$ cat src/rtl/lattice_result_collector.sv
// Tail of a multi-core lattice block: merges local nonce hits into the upstream result chain
// through a FIFO, and delays the block status strobes by OUT_DELAY cycles.
module lattice_result_collector #(
  parameter int unsigned LOG2_NUM_CORES = 1,
  parameter int unsigned NUM_LOCAL      = 2,
  parameter int unsigned INDEX          = 0,
  parameter int unsigned FIFO_DEPTH     = 4,
  parameter int unsigned OUT_DELAY      = 1,
  parameter int unsigned NONCE_BITS     = 32,
  localparam int unsigned CntW          = $clog2(FIFO_DEPTH + 1),
  localparam int unsigned PtrW          = (FIFO_DEPTH > 1) ? $clog2(FIFO_DEPTH) : 1
) (
  input  logic                            clk,
  input  logic                            rst,
  input  logic                            up_valid,
  input  logic                            up_success,
  input  logic [NONCE_BITS-1:0]           up_nonce,
  input  logic [LOG2_NUM_CORES-1:0]       up_partition,
  input  logic [NUM_LOCAL-1:0]            loc_success,
  input  logic [NUM_LOCAL*NONCE_BITS-1:0] loc_nonce,
  input  logic                            valid_i,
  input  logic                            newBlock_i,
  output logic                            out_valid,
  output logic                            out_success,
  output logic [NONCE_BITS-1:0]           out_nonce,
  output logic [LOG2_NUM_CORES-1:0]       out_partition,
  output logic                            validOut,
  output logic                            newBlockOut,
  output logic                            overflow,
  output logic [CntW-1:0]                 fifo_count
);

  logic [NONCE_BITS-1:0]     mem_nonce_q [FIFO_DEPTH];
  logic [NONCE_BITS-1:0]     mem_nonce_d [FIFO_DEPTH];
  logic [LOG2_NUM_CORES-1:0] mem_part_q  [FIFO_DEPTH];
  logic [LOG2_NUM_CORES-1:0] mem_part_d  [FIFO_DEPTH];
  logic [PtrW-1:0]           wr_ptr_q, wr_ptr_d;
  logic [PtrW-1:0]           rd_ptr_q, rd_ptr_d;
  logic [CntW-1:0]           count_q, count_d;
  logic                      overflow_q, overflow_d;
  logic                      out_valid_q, out_valid_d;
  logic                      out_success_q, out_success_d;
  logic [NONCE_BITS-1:0]     out_nonce_q, out_nonce_d;
  logic [LOG2_NUM_CORES-1:0] out_part_q, out_part_d;

  logic                      up_hit;
  logic                      pop;
  logic                      dropped;
  int unsigned               n_push;
  int unsigned               n_free;
  logic [PtrW-1:0]           wr_idx;

  function automatic logic [LOG2_NUM_CORES-1:0] ch_part(input int unsigned ch);
    int unsigned v;
    v = INDEX * NUM_LOCAL + ch;
    return v[LOG2_NUM_CORES-1:0];
  endfunction

  assign up_hit = up_valid & up_success;
  // Upstream hits own the slot; a flush also blocks the pop so nothing stale escapes.
  assign pop    = (count_q != '0) & ~up_hit & ~newBlock_i;

  always_comb begin
    mem_nonce_d = mem_nonce_q;
    mem_part_d  = mem_part_q;
    n_push      = 0;
    dropped     = 1'b0;
    wr_idx      = wr_ptr_q;
    n_free      = FIFO_DEPTH - 32'(count_q) + 32'(pop);
    if (!newBlock_i) begin
      for (int unsigned ch = 0; ch < NUM_LOCAL; ch++) begin
        if (loc_success[ch]) begin
          if (n_push < n_free) begin
            wr_idx              = PtrW'((32'(wr_ptr_q) + n_push) & (FIFO_DEPTH - 1));
            mem_nonce_d[wr_idx] = loc_nonce[ch*NONCE_BITS +: NONCE_BITS];
            mem_part_d[wr_idx]  = ch_part(ch);
            n_push              = n_push + 1;
          end else begin
            dropped = 1'b1;
          end
        end
      end
    end
  end

  always_comb begin
    if (newBlock_i) begin
      wr_ptr_d   = '0;
      rd_ptr_d   = '0;
      count_d    = '0;
      overflow_d = 1'b0;
    end else begin
      wr_ptr_d   = PtrW'((32'(wr_ptr_q) + n_push) & (FIFO_DEPTH - 1));
      rd_ptr_d   = pop ? PtrW'((32'(rd_ptr_q) + 1) & (FIFO_DEPTH - 1)) : rd_ptr_q;
      count_d    = CntW'(32'(count_q) + n_push - 32'(pop));
      overflow_d = overflow_q | dropped;
    end
  end

  always_comb begin
    out_valid_d   = up_valid | pop;
    out_success_d = up_hit | pop;
    out_nonce_d   = out_nonce_q;
    out_part_d    = out_part_q;
    if (up_hit) begin
      out_nonce_d = up_nonce;
      out_part_d  = up_partition;
    end else if (pop) begin
      out_nonce_d = mem_nonce_q[rd_ptr_q];
      out_part_d  = mem_part_q[rd_ptr_q];
    end
  end

  always_ff @(posedge clk or posedge rst) begin
    if (rst) begin
      for (int i = 0; i < int'(FIFO_DEPTH); i++) begin
        mem_nonce_q[i] <= '0;
        mem_part_q[i]  <= '0;
      end
      wr_ptr_q      <= '0;
      rd_ptr_q      <= '0;
      count_q       <= '0;
      overflow_q    <= 1'b0;
      out_valid_q   <= 1'b0;
      out_success_q <= 1'b0;
      out_nonce_q   <= '0;
      out_part_q    <= '0;
    end else begin
      mem_nonce_q   <= mem_nonce_d;
      mem_part_q    <= mem_part_d;
      wr_ptr_q      <= wr_ptr_d;
      rd_ptr_q      <= rd_ptr_d;
      count_q       <= count_d;
      overflow_q    <= overflow_d;
      out_valid_q   <= out_valid_d;
      out_success_q <= out_success_d;
      out_nonce_q   <= out_nonce_d;
      out_part_q    <= out_part_d;
    end
  end

  assign out_valid     = out_valid_q;
  assign out_success   = out_success_q;
  assign out_nonce     = out_nonce_q;
  assign out_partition = out_part_q;
  assign overflow      = overflow_q;
  assign fifo_count    = count_q;

  // Status strobes travel on their own shift line, bit 1 = valid, bit 0 = newBlock.
  if (OUT_DELAY == 0) begin : g_no_dly
    assign validOut    = valid_i;
    assign newBlockOut = newBlock_i;
  end else begin : g_dly
    logic [1:0] dly_q [OUT_DELAY];
    logic [1:0] dly_d [OUT_DELAY];

    always_comb begin
      dly_d[0] = {valid_i, newBlock_i};
      for (int i = 1; i < int'(OUT_DELAY); i++) begin
        dly_d[i] = dly_q[i-1];
      end
    end

    always_ff @(posedge clk or posedge rst) begin
      if (rst) begin
        for (int i = 0; i < int'(OUT_DELAY); i++) begin
          dly_q[i] <= 2'b00;
        end
      end else begin
        dly_q <= dly_d;
      end
    end

    assign validOut    = dly_q[OUT_DELAY-1][1];
    assign newBlockOut = dly_q[OUT_DELAY-1][0];
  end

endmodule

$ cat config.mk
export PLATFORM = sky130hd
export DESIGN_NAME = lattice_result_collector
export DESIGN_NICKNAME = d
export VERILOG_FILES = /design/src/rtl/lattice_result_collector.sv
export SDC_FILE = /design/constraint.sdc
export NUM_CORES = 1
export LEC_CHECK = 0
export CAP_MARGIN = 20
export CORE_UTILIZATION = 45
export CTS_BUF_LIST = sky130_fd_sc_hd__clkbuf_16
export DETAILED_ROUTE_END_ITERATION = 8
export HOLD_SLACK_MARGIN = 0.05
export PLACE_DENSITY_LB_ADDON = 0.05
export SYNTH_ARGS = -nofsm -noshare
export SYNTH_HDL_FRONTEND = slang
export SYNTH_SLANG_ARGS = --single-unit
$ cat constraint.sdc
create_clock -name clk -period 6.45 [get_ports clk]
set_clock_uncertainty 0.1 [all_clocks]
set_input_delay 1.29 -clock clk [delete_from_list [all_inputs] [get_ports clk]]
set_output_delay 1.29 -clock clk [all_outputs]
set_load 0.05 [all_outputs]
==> results of run 1 <==
## per-layer routing
layer	part of all wire	GRT usage	vias to the layer above
li1	-	-	3130
met4	0.013	0.0838	0
met5	0	0	-
met3	0.058	0.0446	30
met2	0.48	0.448	280
met1	0.45	0.389	3688
## critical path, stage by stage
cell	delay [ns]
clkdlybuf4s50_1	0.47
buf_4	0.20
nor3_2	0.07
ha_1	0.20
ha_1	0.20
nand2b_1	0.19
o211ai_1	0.57
nor2_1	0.12
nor2_1	0.17
ha_1	0.27
xnor2_1	0.22
nor3_1	0.34
and2_2	0.83
a221o_1	0.29
## final cells by class
| class | count | area [µm²] | area share |
|---|---|---|---|
| clock inverter | 15 | 138 | 0.0123 |
| multi-input combinational | 482 | 4110 | 0.367 |
| tap | 265 | 332 | 0.0296 |
| sequential | 177 | 4430 | 0.396 |
| inverter | 43 | 166 | 0.0149 |
| clock buffer | 17 | 425 | 0.0380 |
| timing repair buffer | 162 | 1600 | 0.143 |
## cell usage after synthesis, drive strengths merged
cell,instances,area (µm²)
nand2,46,173
inv,43,161
o211ai,3,22.5
or2,3,18.8
ha,10,125
a41oi,2,32.5
a21oi,1,5.00
and2,36,225
nor2b,3,18.8
mux4,33,743
nand2b,4,25.0
a211o,1,8.76
dfrtp,177,4430
xnor2,7,61.3
o2111a,1,11.3
nand3b,2,15.0
o21ai,40,200
a221o,128,1280
buf,29,164
o2111ai,1,8.76
mux2i,33,330
a211oi,1,7.51
a21o,1,7.51
nor3,5,25.0
xor2,4,35.0
a31oi,1,6.26
o31a,1,8.76
nor2,49,184
a21boi,1,7.51
and3,64,400
fa,1,20.0
clkbuf,40,150
## registers in the layout (all words and copies together) (netlist names)
signal,flops
out_partition,1
fifo_count,3
g_dly.dly_q,2
out_success,1
mem_nonce_q,128
wr_ptr_q,2
out_valid,1
out_nonce,32
overflow,1
mem_part_q,4
rd_ptr_q,2
## cells by family (layout without fill, tap and decap cells)
| group | count (synthesis) | after routing | synth area share |
|---|---|---|---|
| xor gates and xnor gates | 11 | 11 | 0.0108 |
| adders and majority gates | 11 | 11 | 0.0163 |
| DFF | 177 | 177 | 0.497 |
| muxes | 66 | 66 | 0.120 |
| AOI/OAI and AO/OA | 182 | 182 | 0.180 |
| buffers and inverters | 112 | 237 | 0.0533 |
| and+or+nand+nor | 212 | 212 | 0.122 |
## placed cells by master (no fill, tap or decap), types with 3 or more instances in the layout
master / netlist / routed
dfrtp_1: 177 / 175
clkdlybuf4s50_1: 0 / 145
a221o_1: 128 / 128
and3_1: 64 / 64
nor2_1: 49 / 47
nand2_1: 46 / 46
inv_1: 43 / 42
o21ai_0: 39 / 35
mux4_2: 33 / 33
mux2i_1: 33 / 33
and2_1: 36 / 32
clkbuf_16: 0 / 17
buf_4: 0 / 16
ha_1: 10 / 10
xnor2_1: 7 / 7
clkinv_4: 0 / 5
nand2b_1: 4 / 4
xor2_1: 4 / 4
nor3_1: 5 / 4
and2_2: 0 / 4
clkinv_2: 0 / 4
o211ai_1: 3 / 3
or2_2: 3 / 3
nor2b_1: 3 / 3
inv_6: 0 / 3
## power breakdown
part | internal (mW) | switching, mW
combinational | 1.28 | 1.52
sequential | 1.61 | 0.298
clock | 0.537 | 0.475
## through the flow
stage | instances | total power [mW] | hold slack [ns] | instance area [µm²] | setup WS (ns)
after detailed placement | 1129 | 4.70 | 0.376 | 10600 | 0.916
after global routing | 1161 | 6.06 | 0.420 | 11200 | 0.982
after CTS | 1161 | 5.74 | 0.392 | 11200 | 1.30
final | 1161 | 5.71 | 0.388 | 11200 | 1.26
after global placement | 1128 | 4.64 | 0.354 | 10600 | 0.999
after floorplan | 771 | 3.83 | 0.342 | 8910 | 0.258
## worst max path at each step
stage	startpoint	to	slack, ns	cells past startpoint
final	newBlock_i	mem_nonce_q[43]	1.26	14
after global routing	newBlock_i	mem_nonce_q[43]	0.98	14
after CTS	newBlock_i	mem_nonce_q[50]	1.30	14
after detailed placement	newBlock_i	mem_nonce_q[49]	0.92	14
after global placement	newBlock_i	mem_nonce_q[99]	1.0	16
after floorplan	rst	fifo_count[0]	0.26	1
==> impl_metrics.yaml, run 1 <==
outcome:
  status: "finished, final reports clean"
setup_path:
  r2r_cells: 15
  cp-end-kind: "flip-flop"
  reg2reg_slack_ns: 1.84
  cp.required_ns: 6.72
  start_kind: "input port"
  reg2reg_from: "fifo_count[0]"
  path_class: "in -> reg"
  crit_fanout: 32
  r2r-end: "mem_nonce_q[43]"
  critPathArrivalTime_ns: 5.46
floorplanning:
  die_area_um2: 20400
  die_height_um: 143
  start_util: 0.458
  core_area_um2: 19500
  rows: 51
  io_pins: 146
  fp.dieW_um: 143
detailed_routing:
  via_count: 7128
  wl_per_cell_um: 23.1
  ant_nets: 0
  drc_errors: 0
  drt_iter0_drc: 719
  wl_um: 26800
  firstDrtPassIters: 7
  vias_per_cell: 6.14
grt:
  grt_start_max_net_pins: 81
  overflow: 0
  grt_usage: 0.279
  grt_pass1_vias: 7337
  antenna_found_initial: 0
  grt_pass1_wl_um: 42600
clock_tree:
  worstSkewPairLatency_ns: 0.43
  clk_path_buf_depth: 2
  cts_buffers: 17
  post_cts_resize_count: 0
  cts_tree: "done"
  cts_root_buf: "clkbuf_16"
  post_cts_buffers: 0
  holdBufCountCts: 0
  cts_max_level: 4
  clk_pin_slew_ns: 0.07
  cts_sinks: 177
hold_path:
  hold_path_end: "mem_part_q[1]"
  hold_depth: 2
  holdCritPathClass: "reg -> reg"
  min_from: "mem_part_q[1]"
timing:
  fmax_mhz: 193
  rsz0062_at_grt: "false"
  timing.setup.tns_ns: 0
  tightestPinTransition_ns: 1.11
  finalCritPeriodShare: 0.805
  slew_violations: 0
  hold_viol_final: 0
  slew_headroom: 0.262
  fin_crit_ns: 5.19
  finalSetupViolations: 0
synthesis:
  synth_cell_type_count: 35
  synth-seq-cells: 177
  syn-cell-area_um2: 8910
  avgSynthCellArea_um2: 11.6
  synth.net_count: 887
  yosysSeqAreaShare: 0.497
  ys_warn_count: 0
  synthCells: 771
finish:
  nFillCells: 1621
  antennaDiodeCount: 0
  nNetsFinal: 999
  syn_to_final_growth_pct: 25.7
  drive_gt1_frac: 0.115
  fin_util: 0.576
placed_design:
  gp_routability_congestion: 0.826
  hpwlAfterDp_um: 15600
  portBuffers: 145
pwr:
  p_leak_nw: 4.95
  peakVddDrop_uv: 217
  p_per_area_nw_per_um2: 510
job:
  maxCapViolations: 0
(Power assumes the default switching activity.)
==> run 2, diff against run 1 <==
==> constraint.sdc (replaced) <==
create_clock -name clk -period 5.1 [get_ports clk]
set_clock_uncertainty 0.1 [all_clocks]
set_input_delay 1.02 -clock clk [delete_from_list [all_inputs] [get_ports clk]]
set_output_delay 1.02 -clock clk [all_outputs]
set_load 0.05 [all_outputs]
==> impl_metrics.yaml, run 2 (same netlist as run 1, synthesis figures left out) <==
clock_tree:
  cts_root_buf: "clkbuf_16"
  cts_max_level: 4
  holdBufCountCts: 0
  clk_path_buf_depth: 2
  cts_sinks: 177
  cts_tree: "done"
  post_cts_buffers: 0
  worstSkewPairLatency_ns: 0.42
  clk_pin_slew_ns: 0.07
  post_cts_resize_count: 0
  cts_buffers: 17
setup_path:
  start_kind: "input port"
  crit_fanout: 32
  crit_top_cell: "ha_1"
  reg2reg_slack_ns: 0.76
  cp-end-kind: "flip-flop"
  cp_top_family: "simple AND/OR/NAND/NOR gates"
  cp.required_ns: 5.36
  max_stage_delay_ns: 0.78
  path_class: "in -> reg"
  cp_cell_sequence: "clkdlybuf4s50_1 -> and2_2 -> nor3_2 -> ha_1 -> ha_1 -> xor2_1 -> o211ai_1 -> nor2_1 -> nor2_1 -> ha_1 -> xor2_1 -> nor3_1 -> and2_2 -> a221o_1"
  critPathArrivalTime_ns: 4.85
  slowest_stage: "and2_2"
  crit_buf_inv: 1
finish:
  regMostFlops: "mem_nonce_q"
  fin_cells: 1166
  antennaDiodeCount: 0
  nNetsFinal: 1004
  final_cell_mix: "175 x dfrtp_1, 145 x clkdlybuf4s50_1, 128 x a221o_1"
  syn_to_final_growth_pct: 27.2
  drive_gt1_frac: 0.115
  multi_input_area_um2: 4120
  largest_register_ffs: 128
  layout_commonest_cell: "dfrtp_1"
  ff_latch_area_um2: 4430
  nFillCells: 1611
timing:
  finalCritPeriodShare: 0.901
  finalSetupViolations: 0
  timing.setup.tns_ns: 0
  slew_violations: 0
  fmax_mhz: 218
  rsz0062_at_grt: "false"
  tightestPinTransition_ns: 1.11
  slew_headroom: 0.257
  fin_crit_ns: 4.59
  hold_viol_final: 0
  whs_ns: 0.377
placed_design:
  hpwlAfterDp_um: 16100
  gp_routability_congestion: 0.852
  dpl.cell_count: 1134
  portBuffers: 145
grt:
  grt_pass1_vias: 7561
  overflow: 0
  grt_start_max_net_pins: 105
  grt_pass1_wl_um: 42400
  antenna_found_initial: 0
  grt_usage: 0.277
pwr:
  peakVddDrop_uv: 271
  p_per_area_nw_per_um2: 654
  p_leak_nw: 5.00
  p_total_mw: 7.41
outcome:
  failed_checks: "design-rule violations"
  status: "finished with violations"
hold_path:
  holdCritPathClass: "reg -> reg"
detailed_routing:
  via_count: 7249
  wl_per_cell_um: 23.0
  vias_per_cell: 6.22
  wl_um: 26800
  firstDrtPassIters: 7
  ant_nets: 0
  drc_errors: 2
  drt_iter0_drc: 661
floorplanning:
  die_height_um: 143
  io_pins: 146
  core_area_um2: 19500
  die_area_um2: 20400
  fp.dieW_um: 143
  start_util: 0.458
  rows: 51
job:
  maxCapViolations: 0
==> run 2: per-stage QoR <==
step           utilization  setup WS (ns)  instance area [µm²]
2_1_floorplan            -         0.0324                 8920
3_3_place_gp         0.551          0.316                10700
3_5_place_dp         0.551         0.0917                10700
4_1_cts              0.582          0.538                11300
5_1_grt              0.582          0.307                11300
6_report             0.582          0.507                11300
==> run 2: worst register-to-register path, cell delays in order, from the launching register on <==
cell      delay, ns
dfrtp_1        0.45
inv_1          0.07
ha_1           0.20
ha_1           0.21
nor3_2         0.19
ha_1           0.21
ha_1           0.19
xor2_1         0.30
o211ai_1       0.19
nor2_1         0.15
nor2_1         0.08
ha_1           0.23
xor2_1         0.21
nor3_1         0.43
and2_2         0.78
a221o_1        0.29
==> run 2: cell type report <==
cell class / count / share of cell area
Clock buffer: 17 / 0.0375
Clock inverter: 15 / 0.0169
Inverter: 43 / 0.0146
Multi-Input combinational cell: 482 / 0.364
Sequential cell: 177 / 0.391
Tap cell: 265 / 0.0292
Timing Repair Buffer: 167 / 0.147
==> run 2: final timing paths <==
kind / startpoint / to / depth (start not counted)
max in group asynchronous: rst / mem_nonce_q[105] / 3
max: up_valid / mem_nonce_q[111] / 14
max reg2reg: fifo_count[0] / mem_nonce_q[111] / 15
min reg2reg: mem_part_q[3] / mem_part_q[3] / 2
min in group asynchronous: rst / out_success / 2
min: mem_part_q[3] / mem_part_q[3] / 2
==> run 2: layer usage <==
layer,global-route usage,part of all wire,vias up
met5,0,0,-
met4,0.0889,0.014,0
met3,0.0490,0.069,35
met2,0.449,0.49,340
met1,0.377,0.42,3742
li1,-,-,3132
==> run 2: power by group <==
part           switching (mW)  total (mW)  leakage, nW  internal [mW]
Sequential              0.421        2.45         2.23           2.03
Combinational            1.91        3.58         2.48           1.67
Clock                   0.566        1.38        0.295          0.818
Total                    2.90        7.41         5.00           4.52
==> run 3, diff against run 2 <==
--- a/config.mk
+++ b/config.mk
@@ -8,9 +8,12 @@
 export CAP_MARGIN = 20
 export CORE_UTILIZATION = 45
 export CTS_BUF_LIST = sky130_fd_sc_hd__clkbuf_16
+export CTS_CLUSTER_DIAMETER = 30
 export DETAILED_ROUTE_END_ITERATION = 8
 export HOLD_SLACK_MARGIN = 0.05
+export MAX_ROUTING_LAYER = met4
 export PLACE_DENSITY_LB_ADDON = 0.05
+export REMOVE_ABC_BUFFERS = 1
 export SYNTH_ARGS = -nofsm -noshare
 export SYNTH_HDL_FRONTEND = slang
 export SYNTH_SLANG_ARGS = --single-unit
==> impl_metrics.yaml, run 3 (same netlist as run 1, synthesis figures left out) <==
clock_tree:
  cts_max_level: 4
  post_cts_buffers: 0
  holdBufCountCts: 0
  cts_tree: "done"
  post_cts_resize_count: 0
  clk_path_buf_depth: 2
  clk_pin_slew_ns: 0.07
  cts_sinks: 177
  cts_root_buf: "clkbuf_16"
  worstSkewPairLatency_ns: 0.43
  cts_buffers: 17
finish:
  final_cell_mix: "175 x dfrtp_1, 145 x clkdlybuf4s50_1, 128 x a221o_1"
  nNetsFinal: 1003
  layout_commonest_cell: "dfrtp_1"
  drive_gt1_frac: 0.116
  ff_latch_area_um2: 4430
  syn_to_final_growth_pct: 26.3
  regMostFlops: "mem_nonce_q"
  multi_input_area_um2: 4130
  fin_util: 0.578
  fin_area_um2: 11300
  antennaDiodeCount: 0
  largest_register_ffs: 128
  nFillCells: 1615
placed_design:
  portBuffers: 145
  gp_routability_congestion: 0.889
  hpwlAfterDp_um: 16000
  pre_cts_ws_ns: 0.116
  placed_area_um2: 10700
pwr:
  p_sw_frac: 0.397
  internal_power_mw: 4.42
  peakVddDrop_uv: 433
  pwr-share-seq: 0.335
  p_leak_nw: 4.96
  power_frac_clock: 0.176
  p_per_area_nw_per_um2: 650
  combinationalPowerShare: 0.489
  p_total_mw: 7.32
  switchingPower_mw: 2.90
setup_path:
  critPathArrivalTime_ns: 4.84
  cp_cell_sequence: "clkdlybuf4s50_1 -> and2_2 -> nor3_2 -> ha_1 -> ha_1 -> xor2_1 -> o211ai_1 -> nor2_1 -> nor2_1 -> ha_1 -> xor2_1 -> nor3_1 -> and2_2 -> a221o_1"
  start_kind: "input port"
  slowest_stage: "and2_2"
  cp-end-kind: "flip-flop"
  path_class: "in -> reg"
  crit_top_cell: "ha_1"
  crit_fanout: 32
  cp.required_ns: 5.35
  max_stage_delay_ns: 0.82
floorplanning:
  core_area_um2: 19500
  io_pins: 146
  die_height_um: 143
  fp.dieW_um: 143
  start_util: 0.458
  die_area_um2: 20400
  rows: 51
grt:
  grt_usage: 0.291
  grt_start_max_net_pins: 100
  grt_pass1_wl_um: 43100
  top_usage_layer: "met2"
  overflow: 0
  grt_use_met2: 0.460
  grt_pass1_vias: 7638
  met3_usage: 0.0409
  antenna_found_initial: 0
  met1_usage: 0.382
timing:
  slew_violations: 0
  finalCritPeriodShare: 0.900
  fin_crit_ns: 4.59
  finalSetupViolations: 0
  hold_viol_final: 0
  timing.setup.tns_ns: 0
  rsz0062_at_grt: "false"
  slew_headroom: 0.224
  fin_ws_ns: 0.511
  tightestPinTransition_ns: 1.16
  fmax_mhz: 218
hold_path:
  holdCritPathClass: "reg -> reg"
job:
  maxCapViolations: 0
detailed_routing:
  drc_errors: 0
  vias_per_cell: 6.28
  wl_um: 27400
  wl_per_cell_um: 23.5
  via_count: 7315
  firstDrtPassIters: 5
  ant_nets: 0
  drt_iter0_drc: 665
outcome:
  status: "finished, final reports clean"
==> run 3: cell count changes in the layout (fill, tap and decap cells not counted) <==
cell and change:
a211o_1 -1, clkinvlp_4 +1, a211o_2 +1, buf_4 +1, bufinv_16 -2, inv_8 -1, inv_6 +3, clkinv_4 -1
buf_12 -2
==> run 3: metrics by stage <==
step	instances	hold WS, ns
floorplan	702	0.342
CTS	1165	0.384
detailed placement	1133	0.369
global route	1165	0.404
global placement	1133	0.353
finish	1165	0.385
==> run 3: final timing paths <==
path / slack [ns] / end / start / depth (start not counted)
hold / removal: 0.39 / mem_part_q[0] / mem_part_q[0] / 1
min in group asynchronous: 1.09 / mem_nonce_q[114] / rst / 2
hold reg to reg: 0.39 / mem_part_q[0] / mem_part_q[0] / 1
max in group asynchronous: 2.84 / mem_nonce_q[26] / rst / 3
setup / recovery: 0.51 / mem_nonce_q[122] / up_valid / 14
setup reg to reg: 0.73 / mem_nonce_q[122] / fifo_count[0] / 15
==> run 3: cell type report <==
cell class | count | share of cell area
multi-input combinational | 482 | 0.366
clock buffer | 17 | 0.0378
inverter | 43 | 0.0148
timing repair buffer | 166 | 0.145
sequential | 177 | 0.394
clock inverter | 15 | 0.0128
tap | 265 | 0.0295
==> run 3: layer usage <==
metal  vias to the layer above  wire length, µm  part of all wire
li1                       3135                -                 -
met1                      3757            11500              0.42
met2                       376            13300              0.48
met3                        47             1990             0.073
met4                         0              630             0.023
met5                         -                0                 0
==> run 3: power by group through the flow <==
stage                     sequential, mW  combinational, mW  clock [mW]
after floorplan                     2.85               1.92           0
after global placement              2.43               3.47           0
after detailed placement            2.46               3.57           0
after CTS                           2.45               3.59        1.30
after global routing                2.53               3.83        1.37
final                               2.46               3.58        1.29
==> run 3: critical path: cells and delay by family <==
family                     cells  cell delay [ns]
xor gates and xnor gates       2             0.47
adders and majority gates      3             0.60
buffers and inverters          1             0.41
AOI/OAI and AO/OA              2             0.45
and+or+nand+nor                6             1.87
